### config.mk
export PLATFORM = sky130hd
export DESIGN_NAME = debug_scan_capture
export DESIGN_NICKNAME = d
export VERILOG_FILES = /design/src/rtl/debug_scan_capture.sv
export SDC_FILE = /design/constraint.sdc
export NUM_CORES = 1
export LEC_CHECK = 0
export ABC_AREA = 1
export BUFFER_PORTS_ARGS = -buffer_cell sky130_fd_sc_hd__buf_2
export CAP_MARGIN = 20
export CORE_ASPECT_RATIO = 0.6
export CORE_MARGIN = 2
export CORE_UTILIZATION = 28
export CTS_CLUSTER_SIZE = 10
export DETAILED_ROUTE_END_ITERATION = 10
export SKIP_LAST_GASP = 1
export SYNTH_ARGS = -nofsm -noshare
export SYNTH_HDL_FRONTEND = slang
export SYNTH_SLANG_ARGS = --single-unit
### constraint.sdc
create_clock -name clk -period 2 [get_ports clk]
set_input_delay 0 -clock clk [delete_from_list [all_inputs] [get_ports clk]]
set_output_delay 0 -clock clk [all_outputs]
set_load 0.05 [all_outputs]
### src/rtl/debug_scan_capture.sv
// debug_scan_capture: walks all 32 debug addresses, settles, and captures Test_signal
// into a 32x32 snapshot buffer with an indexed combinational read port.
module debug_scan_capture #(
    parameter int SETTLE_CYCLES = 1,
    parameter int FRAME_CNT_W   = 16
) (
    input  logic                   clk,
    input  logic                   rstn,
    input  logic                   start,
    input  logic                   continuous,
    input  logic                   abort,
    input  logic [4:0]             live_sel,
    output logic [4:0]             Debug_addr,
    input  logic [31:0]            Test_signal,
    output logic                   busy,
    output logic                   done,
    output logic                   snap_valid,
    output logic [FRAME_CNT_W-1:0] frame_cnt,
    input  logic [4:0]             rd_idx,
    output logic [31:0]            rd_data
);
    typedef enum logic [1:0] {IDLE, SAMPLE, DONE} state_t;
    localparam logic [3:0] SETTLE = 4'(SETTLE_CYCLES);
    state_t                 state, state_d;
    logic [4:0]             addr_q, addr_d;
    logic [3:0]             wait_cnt, wait_d;
    logic                   snap_d, wr;
    logic [FRAME_CNT_W-1:0] cnt_d;
    logic [31:0]            mem [32];
    assign busy       = state != IDLE;
    assign done       = state == DONE;
    assign Debug_addr = state == IDLE ? live_sel : addr_q;
    assign rd_data    = mem[rd_idx];
    always_comb begin
        state_d = state;
        addr_d  = addr_q;
        wait_d  = wait_cnt;
        snap_d  = snap_valid;
        cnt_d   = frame_cnt;
        wr      = 1'b0;
        case (state)
            IDLE: if (start) begin
                state_d = SAMPLE;
                addr_d  = '0;
                wait_d  = SETTLE;
                snap_d  = 1'b0;
            end
            SAMPLE: if (abort) begin
                state_d = IDLE;
                snap_d  = 1'b0;
            end else if (wait_cnt != '0) begin
                wait_d = wait_cnt - 4'd1;
            end else begin
                wr = 1'b1;
                if (addr_q == 5'd31) state_d = DONE;
                else begin
                    addr_d = addr_q + 5'd1;
                    wait_d = SETTLE;
                end
            end
            DONE: if (abort) begin
                state_d = IDLE;
                snap_d  = 1'b0;
            end else begin
                // count and validity commit on the DONE exit edge so a coincident abort can veto them
                cnt_d   = frame_cnt + FRAME_CNT_W'(1);
                snap_d  = 1'b1;
                state_d = continuous ? SAMPLE : IDLE;
                addr_d  = continuous ? 5'd0 : addr_q;
                wait_d  = continuous ? SETTLE : wait_cnt;
            end
            default: state_d = IDLE;
        endcase
    end
    always_ff @(posedge clk or negedge rstn) begin
        if (!rstn) begin
            state      <= IDLE;
            addr_q     <= '0;
            wait_cnt   <= '0;
            snap_valid <= 1'b0;
            frame_cnt  <= '0;
        end else begin
            state      <= state_d;
            addr_q     <= addr_d;
            wait_cnt   <= wait_d;
            snap_valid <= snap_d;
            frame_cnt  <= cnt_d;
        end
    end
    always_ff @(posedge clk or negedge rstn) begin
        if (!rstn) begin
            for (int i = 0; i < 32; i++) mem[i] <= '0;
        end else if (wr) begin
            mem[addr_q] <= Test_signal;
        end
    end
endmodule

Word-level counts from Yosys, hierarchy flattened
Cells that the tools add are included.
{ "totals": {"elab_cells": 104, "inputBits": 47, "register_bits": 1052, "output_inout_bits": 56} }
{ "op_classes": {"reduce_logical": 10, "n_mux": 35, "addsub": 3, "n_eq_ne": 13, "bitwise_logic": 3, "n_lt_le_gt_ge": 3} }
{ "op_table": {"columns": ["op", "count"], "rows": [
  ["bitwise mux 1024 bit", 1],
  ["binary-select mux 32 bit (select 5 bit)", 1],
  ["demux 32 bit (select 5 bit)", 1],
  ["two-way mux 32 bit", 3],
  ["two-way mux 5 bit", 7],
  ["two-way mux 4 bit", 6],
  ["adder 16 x 1 -> 16 bit (second input constant)", 1],
  ["one-hot mux 5 bit (3 select lines)", 1],
  ["!= test 2 bit (second input constant)", 7],
  ["greater-or-equal comparator 6 bit (second input constant)", 2],
  ["inverter 5 -> 6 bit", 2],
  ["one-hot mux 4 bit (3 select lines)", 1],
  ["!= test 3 bit (second input constant)", 3],
  ["two-way mux 1 bit", 8],
  ["two-way mux 2 bit", 4],
  ["AND reduction 7 bit", 1],
  ["< comparator 6 x 1 -> 1 bit (second input constant)", 1],
  ["one-hot mux 2 bit (3 select lines)", 1],
  ["AND reduction 3 bit", 2],
  ["AND reduction 6 bit", 1],
  ["adder 5 x 1 -> 5 bit (second input constant)", 1],
  ["== test 5 bit (second input constant)", 1],
  ["nonzero test 4 bit", 1],
  ["subtractor 4 x 1 -> 4 bit (second input constant)", 1],
  ["other kinds (9)", 9]
]} }

Depth between registers and ports, before layout
Gate-level depths: netlist (run 1).
{ "depth": {"ltp_word": 6, "ltp_mapped": 12, "mapped_depth_nobuf": 10} }

Least setup slack after synthesis (run 1)
Ideal clock, no wire load.
{ "synth_path": {"path_type": "register -> register", "from": "register state[0]", "to": "register frame_cnt[12]", "setup_slack_ns": -0.132, "setup_time_ns": 0.141, "required_time_ns": 1.859, "period_less_slack_ns": 2.132, "n_path_buf": 1, "arrival_time_ns": 1.991, "path_stages_with_launch": 7, "cell_sequence": "dfrtp_1 -> nor2_1 -> nand2_1 -> clkbuf_1 -> nor3_1 -> nand2_1 -> xnor2_1"} }
{ "synth_via": {"elab_chain_cells": 2} }
{ "synth_lines": {"columns": ["element", "line_no", "text"], "rows": [
  ["start, declared", "24", "state_t state, state_d;"],
  ["start signal, assigned", "83", "state <= state_d;"],
  ["== test 2 bit", null, null],
  ["named net done", "16", "output logic done,"],
  ["AND reduction 2 bit (no source line)", null, null],
  ["end signal, assigned", "87", "frame_cnt <= cnt_d;"],
  ["end, declared", "18", "output logic [FRAME_CNT_W-1:0] frame_cnt,"]
]} }
The timed path passes the listed nets, and every way through them passes these cells.
A chain may end at the register's enable or synchronous reset.

Final worst setup path (run 1)
{ "layout_path": {"from": "register addr_q[3]", "to": "register mem[327] in the netlist's numbering"} }
{ "layout_via": {"elab_chain_cells": 6, "word_cells_on_any_way": 7, "classes_between": "2 x order compare; 3 x mux; 1 x bitwise; 1 x reduce/logical"} }
{ "layout_lines": {"columns": ["element", "line_no", "text"], "rows": [
  ["start, declared", "25", "logic [4:0] addr_q, addr_d;"],
  ["start signal, assigned", "84", "addr_q <= addr_d;"],
  ["inverter 5 -> 6 bit (not written as such) (*)", "94", "mem[addr_q] <= Test_signal;"],
  ["greater-or-equal comparator 6 bit (not written as such) / < comparator 6 x 1 -> 1 bit (equally long branches)", "94", null],
  ["logical AND 1 bit (not written as such)", "94", null],
  ["two-way mux 32 bit (not written as such)", "94", null],
  ["demux 32 bit (select 5 bit) (*)", "94", null],
  ["bitwise mux 1024 bit (*)", "94", null],
  ["end signal, assigned by index", "94", null],
  ["end, declared", "29", "logic [31:0] mem [32];"]
]} }
Mark *: on every way between the ends. The rest lies on a longest branch, timed or not.

==> summary.txt, run 1 <==
Tcrit/Tclk final - 1.01
Violated checks - setup timing
Total track usage - 0.180
Final setup margin - -19.0 ps
CTS Buf Count - 115
CTS sink cnt - 1052
Residual DRC - 0
Worst hold path class - in2async
H-Tree Level Count - 3
Total gr overflow - 0
Cells after synthesis - 6063
Synth Area per Inst - 7.93 sq um
Crit-path cells - inv_2, nand3_1, clkinvlp_4, nand2_8, buf_6, o21ai_0
Worst path top cell family by delay - buffers and inverters
Max_slew headroom - 0.523
Top-area cell type share of the netlist area - 0.547
Type of origin of the critical path - register
Initial Util - 0.283
Number of synthesized register bits - 1052
Root Buffer - clkbuf_16
Die W - 539 um
DP Worst Slack - 40.0 ps
Total die area - 175000 sq um
Clk buf depth - 3
RSZ-0062 raised after global routing - true
PwrDens - 867 nW/um^2
Fmax - 0.495 GHz
Final Max Tran Viols - 0
Crit path buffers/inverters - 3
DR pass1 iterations - 5
Most frequent cells in the layout - nand2_1, dfrtp_1, o21ai_0
Count of final hold-check violations - 0
Synth warnings - 0
Nets - 6176
# IOs - 103
Slowest cell on the critical path - dfrtp_1
Area Overhead vs Synth - 21.1%
Cell leakage power - 26.7 nW
Ranking of synthesized cells by area - dfrtp_1, nand2_1, o21ai_0
Max Used Layer - met4
Sequential share of the synthesized area - 0.547
Max stage delay on crit path - 520 ps
Fillers - 17.6k
Post-DP HPWL - 99300 um
Met1 WL - 81800 um
DR iter-0 viols - 4926
Outcome - finished, violations left
MaxCap Viol Count - 0
Synth Cell Area - 48100 sq um
Initial antenna violation count - 3
Num rows - 117
Post-DP Area - 53200 sq um
Crit. End Element - register
Core ar. - 170000 sq um
Via count - 42.6k
Yosys cell types - 31
Worst clock skew - 22.7 ps
GPL Wtd Cong - 0.854
Most common cell after layout, fill and taps aside - nand2_1
Fraction of layout cells with a size suffix above 1 - 0.128
DRT Wirelength - 168000 um
Crit-path max FO - 10
Min Clock Period, post-route - 2020 ps
Req. time, crit path - 2580 ps
Final Cell Area - 58200 sq um
CTS clk-pin slew, worst paths - 60 ps
Met3 routed WL - 16400 um
CTS tree - built
IO buf count - 102
Actual slew at the worst max-slew pin - 715 ps
Syn nets - 6117
Vias in the first global route - 38.9k
Crit path kind - reg2reg
Chip height - 325 um
Worst EP arrival - 2600 ps
Met2 Wirelength - 67200 um
WL per Instance - 20.0 um
Via density - 5.08
Largest net degree at the start of global routing - 84
VDD IR max - 0.682 mV
First-pass GRT wire length - 247000 um
Worst skew pair latency - 720 ps
Post-DRT Antenna Nets - 0
Final Setup Violations - 7
Cell taking the most area after synthesis - dfrtp_1
==> metrics by stage <==
stage	setup TNS [ps]	instances	total power [mW]	hold slack [ps]	utilization
finish	-78.6	8391	50.5	90.5	0.342
global route	-2940	8390	52.7	96.8	0.342
CTS	-193	8338	50.4	57.4	0.334
detailed placement	0	8176	31.4	-49.9	0.312
global placement	0	8176	31.2	-58.1	0.312
floorplan	0	6063	28.4	-296	-
==> Yosys cell counts, drive strengths merged <==
cell type and instances:
nand2 2535, dfrtp 1052, o21ai 1036, nand3 788, clkbuf 306, buf 204
inv 74, nor2 25, xor2 11, ha 7, nor3 7, nand4 6
xnor2 5, o22ai 3, a21oi 2, o211ai 1, o21bai 1
==> timing repair <==
action | CTS | global route
hold endpoints to repair | 2090 | 0
gates resized for setup | 69 | 204
hold buffers | 38 | 0
buffers inserted | 0 | 33
pin swaps | 10 | 96
endpoints found under the setup margin | 37 | 972
cloned | 0 | 19
==> state kept, by name (all words and copies together), names as in the netlist <==
register    cells
mem          1024
frame_cnt      16
addr_q          5
wait_cnt        4
state           2
snap_valid      1
==> worst reg2reg max path: stages (launching register included) <==
cell and delay [ps]:
dfrtp_1 520, inv_2 190, nand3_1 240, clkinvlp_4 320, nand2_8 270, buf_6 250, o21ai_0 110
==> final cells by class <==
class | count | area (sq um) | share of cell area
antenna | 1 | 2.50 | 0.0000430
clock buffer | 118 | 2930 | 0.0504
clock inverter | 6 | 96.3 | 0.00165
inverter | 74 | 305 | 0.00524
multi-input combinational | 4427 | 20400 | 0.350
sequential | 1052 | 26300 | 0.452
tap | 2261 | 2830 | 0.0486
timing repair buffer | 452 | 5360 | 0.0921
==> worst paths after layout <==
kind	from	to	slack [ps]	cells after the start
max in group asynchronous	rstn	mem[508]$_DFFE_PN0P_	1270	4
min reg2reg	mem[510]$_DFFE_PN0P_	mem[510]$_DFFE_PN0P_	480	2
min	rstn	frame_cnt[6]$_DFFE_PN0P_	90	3
min in group clk	abort	state[1]$_DFFE_PN0P_	180	5
max	addr_q[3]$_DFFE_PN0P_	mem[327]$_DFFE_PN0P_	-20	6
max reg2reg	addr_q[3]$_DFFE_PN0P_	mem[327]$_DFFE_PN0P_	-20	6
==> routing by layer <==
| layer | track usage | vias to the layer above |
|---|---|---|
| met2 | 0.246 | 1804 |
| met3 | 0.0358 | 188 |
| li1 | - | 19800 |
| met4 | 0.0348 | 0 |
| met5 | 0 | - |
| met1 | 0.287 | 20900 |
==> kinds of logic (layout without fill, tap and decap cells) <==
group	count (synthesis)	after routing	synth area share
flops	1052	1052	0.547
xor+xnor	16	16	0.00291
fa+ha+maj	7	7	0.00182
buf+inv	584	650	0.0506
compound gates	1043	1043	0.109
other cells	0	1	0
simple gates	3361	3361	0.289
==> report_power, final <==
group	internal, mW	switching [mW]	leakage, nW
registers	23.1	0.980	14.6
clock network	10.4	8.57	1.49
logic	2.64	4.80	10.6
Power figures use the tool's default switching activity.
==> run 2, diff against run 1 <==
--- a/config.mk
+++ b/config.mk
@@ -9,10 +9,11 @@
 export BUFFER_PORTS_ARGS = -buffer_cell sky130_fd_sc_hd__buf_2
 export CAP_MARGIN = 20
 export CORE_ASPECT_RATIO = 0.6
-export CORE_MARGIN = 2
+export CORE_MARGIN = 1.5
 export CORE_UTILIZATION = 28
 export CTS_CLUSTER_SIZE = 10
 export DETAILED_ROUTE_END_ITERATION = 10
+export PLACE_DENSITY = 0.49
 export SKIP_LAST_GASP = 1
 export SYNTH_ARGS = -nofsm -noshare
 export SYNTH_HDL_FRONTEND = slang
==> summary.txt, run 2 (synthesized netlist as in run 1, its figures left out) <==
DR iter-0 viols - 4546 (-7.7%)
DR pass1 iterations - 6 (+1)
Post-DP Area - 53500 sq um (+0.70%)
WL per Instance - 22.4 um (+12%)
Biggest register - mem
Violated checks - setup timing
Final Setup Violations - 63 (+56)
Area Overhead vs Synth - 24.4%
Launch point of the worst reg-to-reg path - wait_cnt[0]$_DFFE_PN0P_
Cell leakage power - 27.4 nW (+2.7%)
Final Max Tran Viols - 0 (unchanged)
Req. time, crit path - 2580 ps (about the same)
Crit. End Element - register
Total gr overflow - 0 (unchanged)
Core ar. - 170000 sq um (unchanged)
Crit path kind - reg2reg
Residual DRC - 0 (unchanged)
Crit-path max FO - 10 (unchanged)
Die W - 538 um (-0.19%)
Total die area - 174000 sq um (-0.49%)
MaxCap Viol Count - 0 (unchanged)
VDD IR max - 0.756 mV (+11%)
CTS clk-pin slew, worst paths - 60 ps (about the same)
Worst hold path class - in2reg
Worst Setup SP - wait_cnt[0]$_DFFE_PN0P_
CTS Buf Count - 117 (+1.7%)
CTS sink cnt - 1052 (unchanged)
CTS tree - built
Num rows - 117 (unchanged)
Vias in the first global route - 39.7k (+2.0%)
Root Buffer - clkbuf_16
PwrDens - 862 nW/um^2 (-0.52%)
Worst skew pair latency - 740 ps (+20 ps)
Count of final hold-check violations - 0 (unchanged)
IO buf count - 102 (unchanged)
Nets - 6240 (+1.0%)
Hold path startpoint - abort
Most common cell after layout, fill and taps aside - nand2_1
Min Clock Period, post-route - 2040 ps (+20.2 ps)
# IOs - 103 (unchanged)
Largest regs - mem: 1024 flops, frame_cnt: 16 flops, addr_q: 5 flops
Via count - 42.8k (+0.33%)
First-pass GRT wire length - 264000 um (+6.8%)
Initial Util - 0.283 (unchanged)
Outcome - finished, violations left
DRT Wirelength - 189000 um (+13%)
Hold Worst Slack - 175 ps (+84.3 ps)
Chip height - 324 um (-0.31%)
Final setup margin - -39.2 ps (-20.2 ps)
Tcrit/Tclk final - 1.02 (+0.0101)
Initial antenna violation count - 5 (+2)
RSZ-0062 raised after global routing - true
Fmax - 0.490 GHz (-0.99%)
Actual slew at the worst max-slew pin - 948 ps (+233 ps)
H-Tree Level Count - 3 (unchanged)
Most frequent cells in the layout - nand2_1, dfrtp_1, o21ai_0
Largest register FFs - 1024 (unchanged)
Largest net degree at the start of global routing - 116 (+38%)
Worst EP arrival - 2620 ps (+20 ps)
Max_slew headroom - 0.366 (-0.157)
Via density - 5.05 (-0.54%)
GPL Wtd Cong - 0.805 (-5.8%)
Fraction of layout cells with a size suffix above 1 - 0.143 (+0.0152)
Final Cell Area - 59800 sq um (+2.7%)
Type of origin of the critical path - register
Post-DRT Antenna Nets - 0 (unchanged)
Post-DP HPWL - 106000 um (+6.8%)
Worst clock skew - 34.5 ps (+11.8 ps)
Total track usage - 0.199 (+0.0192)
Clk buf depth - 3 (unchanged)
==> run 2: cell count changes in the layout (fill, tap and decap cells not counted), moves of 6 or more <==
cell,before,now
o21ai_0,972,925
nand2_8,5,15
nand2_1,2397,2377
buf_6,11,23
o21ai_1,61,91
buf_12,136,151
o21ai_2,3,20
nand2_2,83,96
clkbuf_16,129,155
clkbuf_1,1,7
==> run 2: worst max-delay path: stages (launching register included) <==
cell and delay, ps:
dfrtp_1 380, inv_2 90, ha_4 150, nand3_4 90
inv_4 90, nand2_8 100, buf_12 150, nor2_8 140
buf_12 180, nand2_8 140, clkbuf_16 230, nand2_1 60
o21ai_0 80
==> run 2: layer usage <==
layer	track usage	wire length, um	vias to the layer above
met5	0	0	-
met4	0.0410	3230	0
met3	0.0289	15500	199
met2	0.287	77300	1548
met1	0.310	93300	21100
li1	-	-	19900
==> run 2: final timing paths <==
| check | to | depth (start not counted) | slack [ps] |
|---|---|---|---|
| min reg2reg | mem[614]$_DFFE_PN0P_ | 2 | 480 |
| min | state[1]$_DFFE_PN0P_ | 5 | 170 |
| max | mem[184]$_DFFE_PN0P_ | 12 | -40 |
| min in group asynchronous | mem[263]$_DFFE_PN0P_ | 4 | 530 |
| max reg2reg | mem[184]$_DFFE_PN0P_ | 12 | -40 |
| max in group asynchronous | addr_q[2]$_DFFE_PN0P_ | 4 | 50 |
==> run 2: metrics by stage <==
step | TNS (ps) | std cells | total power [mW] | utilization | setup slack, ps
global placement | -1770 | 8206 | 31.5 | 0.315 | -65.9
finish | -717 | 8465 | 51.6 | 0.352 | -39.2
detailed placement | -57.8 | 8206 | 31.6 | 0.315 | -14.5
global route | -36890 | 8465 | 53.9 | 0.352 | -135
floorplan | 0 | 6063 | 28.4 | - | 131
CTS | -575 | 8383 | 51.3 | 0.337 | -51.6
==> run 2: final cells by class <==
| type | count | area (sq um) |
|---|---|---|
| Fill cell | 17700 | 110000 |
| Sequential cell | 1052 | 26300 |
| Multi-Input combinational cell | 4429 | 20600 |
| Timing Repair Buffer | 512 | 6590 |
| Clock buffer | 129 | 3050 |
| Tap cell | 2261 | 2830 |
| Inverter | 74 | 310 |
| Clock inverter | 7 | 90.1 |
| Antenna cell | 1 | 2.50 |
==> run 2: power by group <==
group / internal [mW] / switching, mW / leakage [nW] / total (mW)
combinational: 2.87 / 5.04 / 11.3 / 7.90
clock: 10.7 / 8.84 / 1.54 / 19.5
sequential: 23.1 / 1.02 / 14.6 / 24.1
==> run 2: repair_timing <==
item,CTS,global route
pin swaps,15,121
resized for setup,78,333
setup buffers,1,33
hold buffers,39,0
hold endpoints to repair,2086,0
endpoints found under the setup margin,65,891
gates cloned,1,49
